===== src/rtl/iter_seq_counter.sv =====
// Cycle sequencer for the iterative arithmetic datapath (multiply, divide,
// square root). It walks LOAD -> RUN x L -> [FIXUP] -> DONE and drives the
// datapath strobes from registered state only. It rejects illegal requests
// with a one-cycle err pulse.
module iter_seq_counter #(
  parameter int WORD_LENGTH     = 17,
  parameter int NBitsForCounter = 5
) (
  input  logic                       clk,
  input  logic                       reset,
  input  logic                       start,
  input  logic                       abort,
  input  logic [1:0]                 mode,
  input  logic [NBitsForCounter-1:0] length,
  output logic                       busy,
  output logic                       load,
  output logic                       flag_mux,
  output logic                       step,
  output logic                       flag_last,
  output logic                       fixup,
  output logic                       done,
  output logic                       err,
  output logic [NBitsForCounter-1:0] count
);

  typedef enum logic [2:0] {
    IDLE  = 3'd0,
    LOAD  = 3'd1,
    RUN   = 3'd2,
    FIXUP = 3'd3,
    DONE  = 3'd4
  } state_t;

  localparam logic [1:0]                 MODE_DIV = 2'b01;
  localparam logic [1:0]                 MODE_ILL = 2'b11;
  localparam logic [NBitsForCounter-1:0] ONE      = NBitsForCounter'(1);
  localparam logic [NBitsForCounter-1:0] MAX_LEN  = NBitsForCounter'(WORD_LENGTH);

  state_t                     state_q, state_n;
  logic [NBitsForCounter-1:0] count_q, count_n;
  logic [1:0]                 mode_q, mode_n;
  logic [NBitsForCounter-1:0] len_q, len_n;
  logic                       err_q, err_n;

  logic illegal_req;
  logic last_iter;

  // A request is illegal when its mode is reserved or its length is outside 1..WORD_LENGTH.
  // Rejecting such lengths up front is what keeps the counter from ever wrapping.
  assign illegal_req = (mode == MODE_ILL) || (length == '0) || (length > MAX_LEN);
  assign last_iter   = (count_q == (len_q - ONE));

  // Next-state logic. Abort in any active state returns to IDLE.
  // The DONE cycle itself is still decoded from the current state.
  always_comb begin
    state_n = state_q;
    count_n = count_q;
    mode_n  = mode_q;
    len_n   = len_q;
    err_n   = 1'b0;
    case (state_q)
      IDLE: begin
        if (start && !abort) begin
          mode_n = mode;
          len_n  = length;
          if (illegal_req) begin
            err_n = 1'b1;
          end else begin
            state_n = LOAD;
          end
        end
      end
      LOAD: begin
        count_n = '0;
        state_n = RUN;
      end
      RUN: begin
        if (last_iter) begin
          count_n = '0;
          state_n = (mode_q == MODE_DIV) ? FIXUP : DONE;
        end else begin
          count_n = count_q + ONE;
        end
      end
      FIXUP: begin
        state_n = DONE;
      end
      DONE: begin
        state_n = IDLE;
      end
      default: begin
        state_n = IDLE;
        count_n = '0;
      end
    endcase
    if (abort && (state_q != IDLE)) begin
      state_n = IDLE;
      count_n = '0;
    end
  end

  // State, counter, captured request and err pulse registers.
  always_ff @(posedge clk or posedge reset) begin
    if (reset) begin
      state_q <= IDLE;
      count_q <= '0;
      mode_q  <= 2'b00;
      len_q   <= '0;
      err_q   <= 1'b0;
    end else begin
      state_q <= state_n;
      count_q <= count_n;
      mode_q  <= mode_n;
      len_q   <= len_n;
      err_q   <= err_n;
    end
  end

  // Output decode from registered values only, so no input reaches an output combinationally.
  always_comb begin
    busy      = (state_q == LOAD) || (state_q == RUN) || (state_q == FIXUP);
    load      = (state_q == LOAD);
    flag_mux  = (state_q == LOAD);
    step      = (state_q == RUN);
    flag_last = (state_q == RUN) && last_iter;
    fixup     = (state_q == FIXUP);
    done      = (state_q == DONE);
    err       = err_q;
    count     = count_q;
  end

endmodule

===== config.mk =====
export PLATFORM = sky130hd
export DESIGN_NAME = iter_seq_counter
export DESIGN_NICKNAME = d
export VERILOG_FILES = /design/src/rtl/iter_seq_counter.sv
export SDC_FILE = /design/constraint.sdc
export NUM_CORES = 1
export LEC_CHECK = 0
export CAP_MARGIN = 15
export CORE_MARGIN = 5
export CORE_UTILIZATION = 30
export DETAILED_ROUTE_END_ITERATION = 7
export GPL_ROUTABILITY_DRIVEN = 0
export PLACE_DENSITY = 0.51
export SLEW_MARGIN = 20
export SYNTH_ARGS = -nofsm -noshare
export SYNTH_HDL_FRONTEND = slang
export SYNTH_SLANG_ARGS = --single-unit

===== constraint.sdc =====
create_clock -name clk -period 2.3 [get_ports clk]
set_clock_uncertainty 0.1 [all_clocks]
set_input_delay 0.23 -clock clk [delete_from_list [all_inputs] [get_ports clk]]
set_output_delay 0.23 -clock clk [all_outputs]
set_load 0.03 [all_outputs]

; Word-level counts from Yosys, hierarchy flattened
; Index checks and enable logic that the tools add are counted.
[word_totals]
regBits = 16
in_bits = 11
output_inout_bits = 13
wordCells = 45
[op_classes]
n_addsub = 2
n_lt_le_gt_ge = 1
n_eq_ne = 11
n_mux = 12
n_reduce_logical = 14
[op_table]
columns = operator, n
row1 = 2-to-1 mux 3 bit, 5
row2 = one-hot mux 3 bit (4 select lines), 1
row3 = 2-to-1 mux 5 bit, 2
row4 = one-hot mux 5 bit (2 select lines), 1
row5 = "== test 3 x 2 -> 1 bit, second input constant", 2
row6 = "!= test 3 bit, second input constant", 2
row7 = "adder 5 x 1 -> 5 bit, second input constant", 1
row8 = == test 5 bit, 1
row9 = "> comparator 5 bit, second input constant", 1
row10 = zero test 5 bit, 1
row11 = "subtractor 5 x 1 -> 5 bit, second input constant", 1
row12 = logical OR 1 bit, 4
row13 = "== test 3 x 1 -> 1 bit, second input constant", 1
row14 = "== test 3 bit, second input constant", 1
row15 = logical AND 1 bit, 3
row16 = zero test 3 bit, 1
row17 = 2-to-1 mux 1 bit, 3
row18 = "!= test 3 x 1 -> 1 bit, second input constant", 1
row19 = AND reduction 3 bit, 1
row20 = nonzero test 3 bit, 1
row21 = OR reduction 3 bit, 1
row22 = "== test 2 x 1 -> 1 bit, second input constant", 1
row23 = "== test 2 bit, second input constant", 1
row24 = "!= test 2 x 1 -> 1 bit, second input constant", 1
row25 = other kinds (2), 2

; Logic depth before layout (Yosys ltp)
; Gate-level depths: netlist of the first run.
[logic_depth]
ltp_word = 7
ltp_mapped = 7
depth_no_buf = 7

; Worst setup path after synthesis of the first run
; OpenSTA, ideal clock, no wires.
[synth_timing]
path_kind = reg2out
startpoint = register len_q[0]
endpoint = output port flag_last
arrival_time_ns = 1.673
t_required_ns = 1.970
setup_slack_ns = 0.297
path_stages_with_launch = 7
path_buffers = 0
cell_sequence = dfrtp_1 -> inv_1 -> ha_1 -> xnor2_1 -> a211oi_2 -> o311ai_2 -> nor2_1
[synth_between]
elab_chain_cells = 3
[synth_lines]
columns = element, line
row1 = start: declaration, 42  ; logic [NBitsForCounter-1:0] len_q, len_n;
row2 = start signal: assignment, 114  ; len_q <= len_n;
row3 = subtractor 5 x 1 -> 5 bit, 51  ; assign last_iter = (count_q == (len_q - ONE));
row4 = == test 5 bit, 51
row5 = logical AND 1 bit, 125  ; flag_last = (state_q == RUN) && last_iter;
row6 = end: declaration, 19  ; output logic flag_last,
; No other way between the ends.

; Final worst setup path of the first run
[layout_timing]
startpoint = register len_q[1]
endpoint = output port flag_last
; Same word-level chain as after synthesis.

==> results of run 1 <==
[flip-flops by register name (all words and copies together), names as in the netlist]
signal and cells:
count 5, len_q 5, state_q 3, mode_q 2, err 1
[layer usage]
| layer | GRT usage | vias up |
|---|---|---|
| met5 | 0 | - |
| met4 | 0.03886 | 0 |
| met3 | 0.03248 | 2 |
| met2 | 0.1745 | 12 |
| met1 | 0.1303 | 367 |
| li1 | - | 374 |
[synthesized netlist by cell type (3+ instances only)]
cell type | n | area, um^2
a22o_1 | 3 | 26.28
dfrtp_1 | 16 | 400.4
inv_1 | 7 | 26.28
mux2_2 | 7 | 78.83
nand2_1 | 6 | 22.52
nand3_1 | 4 | 20.02
nor2_1 | 8 | 30.03
nor3_1 | 3 | 15.01
xnor2_1 | 3 | 26.28
xor2_1 | 3 | 26.28
[stage by stage]
stage	total power, mW	cell area (um^2)	hold WS, ns	util	setup WS, ns
floorplan	0.7375	918.4	0.04374	-	0.2967
global placement	0.8784	1175	0.3856	0.3913	0.3365
detailed placement	0.8827	1175	0.3962	0.3913	0.3213
CTS	1.078	1219	0.2416	0.4058	0.06658
global route	1.171	1236	0.2708	0.4117	0.003844
finish	1.088	1236	0.2104	0.4117	0.1363
[layout make-up]
class	count	area, um^2
clock buffers	4	36.28
fillers	306	1767
inverters	7	26.28
multi-input cells	66	489.2
flip-flops and latches	16	400.4
well taps	33	41.29
repair buffers	25	242.7
[path summary, 6_finish.rpt]
check                                         end                  start  slack, ns
max                                     flag_last   len_q[1]$_DFFE_PP0P_       0.14
min                        state_q[1]$_DFFE_PP0P_                  reset       0.21
max reg2reg                  count[2]$_DFFE_PP0P_   len_q[1]$_DFFE_PP0P_       0.42
min reg2reg                 mode_q[1]$_DFFE_PP0P_  mode_q[1]$_DFFE_PP0P_       0.42
max in group asynchronous    len_q[1]$_DFFE_PP0P_                  reset       1.50
min in group clk            mode_q[1]$_DFFE_PP0P_  mode_q[1]$_DFFE_PP0P_       0.42
[logic make-up (layout without fill, tap and decap cells)]
kind of cell               after synthesis  count (layout)  synth area share
buffers and inverters                    9              36           0.04224
DFF                                     16              16            0.4360
adders and majority gates                2               2           0.02724
muxes                                    8               8           0.09674
and+or+nand+nor                         34              34            0.1989
AOI/OAI and AO/OA                       16              16            0.1417
xor gates and xnor gates                 6               6           0.05723
[power groups by stage]
stage	Clock, mW	Combinational, mW	Sequential [mW]
2_1_floorplan	0	0.284	0.453
3_3_place_gp	0	0.439	0.439
3_5_place_dp	0	0.442	0.441
4_1_cts	0.191	0.457	0.431
5_1_grt	0.209	0.518	0.444
6_report	0.183	0.475	0.430
[timing repair]
action | in CTS | in global routing
gates cloned | 0 | 0
pin swaps | 0 | 2
setup buffers | 1 | 1
setup endpoints to repair | 1 | 1
gates resized for setup | 0 | 1
[critical path, stage by stage (launching register included)]
cell,delay [ns]
dfrtp_1,0.38
inv_1,0.05
ha_1,0.29
xnor2_1,0.14
a211oi_2,0.23
o311ai_4,0.17
nor2_1,0.13
buf_4,0.16
==> run_results.csv, run 1 <==
group,metric,value,unit
worst_hold_path,hold_class,"in -> async",
pwr,p_int,0.6768,mW
floorplanning,rows,20,
clocking,clk_latency,0.28,ns
route,wl_met1,909,um
clocking,clockBufferDepth,2,
sta,grt_setup_unrepaired,"false",
clocking,cts_tree,"built",
cells_and_area,layout_commonest_cell,"clkdlybuf4s50_1",
worst_setup_path,cp-end-kind,"output pin",
pwr,peakVddDrop,257.8,uV
yosys,ys_ff_latch,16,
route,top_layer,"met4",
yosys,ys_types,36,
global_routing,grt_overflow,0,
sta,final-setup-viol-count,0,
placement,dpl.hpwl,1.573,mm
yosys,synthCells,91,
worst_setup_path,crit_fanout,4,
floorplanning,start_util,0.3058,
yosys,synth_ff_type,"dfrtp_1",
clocking,cts-root-buf,"clkbuf_4",
worst_setup_path,rr_worst_depth,8,
route,vias,755,
global_routing,grt_pass1_wl,3.498,mm
pwr,p_per_area,880.4,nW/um^2
sta,finalCriticalPeriod,2.164,ns
route,finalWirelength,2.005,mm
worst_setup_path,cp.arrival,1.83,ns
pwr,pwr-share-comb,0.436,
cells_and_area,final_cell_mix,"clkdlybuf4s50_1, dfrtp_1, nor2_1",
route,drc,0,
yosys,async_flop_share,1.000,
placement,dp_cells,145,
sta,max_freq,462.2,MHz
placement,port_buffers,23,
sta,finalMaxSlewViolations,0,
yosys,ys.warnings.count,0,
yosys,synth_edf_count,0,
floorplanning,die_w,65.33,um
global_routing,grt_pass1_vias,777,
cells_and_area,final_cells,151,
global_routing,antenna_found_initial,0,
pwr,seqPwrFrac,0.395,
sta,maxSlewHeadroom,0.6034,
sta,finalHoldViolCount,0,
worst_setup_path,required,1.97,ns
floorplanning,num_io_pins,24,
pwr,p_sw,0.4116,mW
yosys,synth_seq_area_share,0.4360,
route,wl_per_cell,13.28,um
flow_run,maxCapViolCount,0,
clocking,cts_num_sinks,16,
worst_setup_path,crit_path_start_kind,"flip-flop",
route,drt-initial-drc-count,21,
sta,worst_pin_slew,0.5942,ns
global_routing,grtUsageTotal,0.1062,
floorplanning,die_h,65.33,um
pwr,pwr-share-clk,0.168,
route,wl_met2,1.006,mm
yosys,syn_avg_cell_area,10.09,um^2
pwr,leakage,0.5248,nW
route,drtAntennaViolNets,0,
cells_and_area,antenna_cells,0,
route,viasPerCell,5.000,
cells_and_area,drive_gt1_frac,0.1695,
route,first_pass_iters,4,
floorplanning,core_area,3003,um^2
cells_and_area,areaGrowthSynthToFinish,34.61,%
worst_setup_path,path_class,"reg -> out",
sta,setup_tns,0,ns
floorplanning,die-area,4268,um^2
yosys,netlist_area,918.4,um^2
pwr,sw_frac_of_total,0.3781,
clocking,ctsHtreeMaxLevel,1,
clocking,cts_buffers,3,
clocking,hold_buffers,0,
route,routed-wl-met3,59,um
clocking,clkTransAtPathRegs,0.10,ns
outcome,status,"completed",
global_routing,grt_max_degree,17,
yosys,syn_nets,104,
sta,fin_crit_sh,0.9408,
cells_and_area,nets,132,
Power figures use the tool's default switching activity.
==> inputs of run 2 (changes only) <==
Settings changed: RECOVER_POWER set to 100.
==> run 2 against run 1 <==
Effect of this change:
- clock power is essentially flat
- largest power group unchanged
- sequential power barely moved
- fmax is essentially flat
- via count decreased by 0.66%
- core utilization fell by 0.083 points
- sequential share of layout area increased by 0.066 points
- wire length down 0.60%
- hold slack improved by 0.14 ns
- flip-flop and latch count did not move
- die area unchanged
- design area down 0.20%
- highest routed layer unchanged
==> run_results.csv, run 2 (synthesized netlist as in run 1, its figures left out) <==
group,metric,value,unit
route,wl_per_cell,13.20,um
sta,max_freq,462.1,MHz
worst_setup_path,crit_path_start_kind,"flip-flop",
worst_setup_path,cp-end-kind,"output pin",
placement,pre_cts_ws,0.3213,ns
floorplanning,rows,20,
floorplanning,start_util,0.3058,
worst_setup_path,path_class,"reg -> out",
worst_setup_path,slowest_delay,0.73,ns
worst_setup_path,cp.arrival,1.83,ns
pwr,p_per_area,869.4,nW/um^2
global_routing,grt_use_met1,0.1303,
clocking,ctsHtreeMaxLevel,1,
worst_setup_path,slowest_stage,"dlygate4sd3_1",
cells_and_area,drive_gt1_frac,0.1610,
clocking,clockBufferDepth,2,
global_routing,grt_pass1_vias,777,
sta,maxSlewHeadroom,0.6062,
sta,grt_setup_unrepaired,"false",
worst_setup_path,crit_path_start,"state_q[0]$_DFFE_PP0P_",
sta,setup_tns,0,ns
route,viasPerCell,4.967,
floorplanning,core_area,3003,um^2
route,drc,0,
outcome,status,"completed",
clocking,cts-root-buf,"clkbuf_4",
global_routing,use_met2,0.1745,
sta,worst_pin_slew,0.5901,ns
placement,dpl.hpwl,1.573,mm
global_routing,antenna_found_initial,0,
sta,timing.final.ws_setup,0.1358,ns
global_routing,grt_pass1_wl,3.498,mm
global_routing,grt_util_met3,0.03248,
clocking,cts_tree,"built",
clocking,clkTransAtPathRegs,0.09,ns
route,finalWirelength,1.993,mm
sta,final-setup-viol-count,0,
route,first_pass_iters,4,
flow_run,maxCapViolCount,0,
sta,finalMaxSlewViolations,0,
clocking,clk_latency,0.28,ns
sta,finalCriticalPeriod,2.164,ns
pwr,leakage,0.5538,nW
floorplanning,die_w,65.33,um
global_routing,grt_overflow,0,
cells_and_area,areaGrowthSynthToFinish,34.33,%
global_routing,busiest_layer,"met2",
pwr,power,1.073,mW
cells_and_area,layout_commonest_cell,"dfrtp_1",
clocking,cts_buffers,3,
worst_setup_path,crit_fanout,7,
worst_setup_path,path_cells,"nor2_2, and2_1, dlygate4sd3_1",
floorplanning,num_io_pins,24,
global_routing,grt_max_degree,17,
global_routing,grtUsageTotal,0.1062,
clocking,cts_num_sinks,16,
cells_and_area,antenna_cells,0,
worst_setup_path,rrSetupSlack,0.34,ns
floorplanning,die-area,4268,um^2
pwr,peakVddDrop,257.4,uV
worst_setup_path,required,1.97,ns
cells_and_area,nets,132,
route,drtAntennaViolNets,0,
cells_and_area,final_cell_mix,"dfrtp_1, clkdlybuf4s50_1, dlygate4sd3_1",
route,drt-initial-drc-count,19,
route,vias,750,
sta,fin_crit_sh,0.9409,
clocking,hold_buffers,0,
placement,port_buffers,23,
worst_hold_path,hold_class,"in -> async",
worst_setup_path,regToRegStartpoint,"len_q[1]$_DFFE_PP0P_",
floorplanning,die_h,65.33,um
sta,finalHoldViolCount,0,
[run 2: worst max-delay path: cells and delay by family (launching register included)]
family	cells	cell delay (ns)
buf+inv	1	0.73
simple gates	2	0.36
flops	1	0.46
[run 2: area by class of cell]
type	count	area (um^2)
clock buffers	4	36.28
fillers	307	1769
inverters	7	26.28
multi-input cells	66	486.7
flip-flops and latches	16	400.4
well taps	33	41.29
repair buffers	25	242.7
[run 2: stage by stage]
| step | area, um^2 | hold slack, ns | instances | utilization |
|---|---|---|---|---|
| after floorplan | 918.4 | 0.04374 | 91 | - |
| after global placement | 1175 | 0.3856 | 145 | 0.3913 |
| after detailed placement | 1175 | 0.3962 | 145 | 0.3913 |
| after CTS | 1219 | 0.2416 | 150 | 0.4058 |
| after global routing | 1234 | 0.4042 | 151 | 0.4108 |
| final | 1234 | 0.3470 | 151 | 0.4108 |
[run 2: routing by layer]
| layer | wire length, um | vias up |
|---|---|---|
| met5 | 0 | - |
| met4 | 29 | 0 |
| met3 | 59 | 2 |
| met2 | 999 | 12 |
| met1 | 904 | 364 |
| li1 | - | 372 |
[run 2: final timing paths]
path,cells past startpoint,to
min in group clk,1,mode_q[1]$_DFFE_PP0P_
max in group asynchronous,2,len_q[1]$_DFFE_PP0P_
max,3,done
max reg2reg,7,count[4]$_DFFE_PP0P_
min,2,state_q[1]$_DFFE_PP0P_
min reg2reg,1,mode_q[1]$_DFFE_PP0P_
[run 2: what timing repair did]
item                                    CTS  global route
endpoints found under the setup margin    1             1
resized for setup                         0             1
pin swaps                                 0             2
buffers inserted                          1             1
[run 2: power breakdown]
part / internal, mW / switching [mW]
combinational: 0.220 / 0.240
clock: 0.0963 / 0.0863
sequential: 0.347 / 0.0822
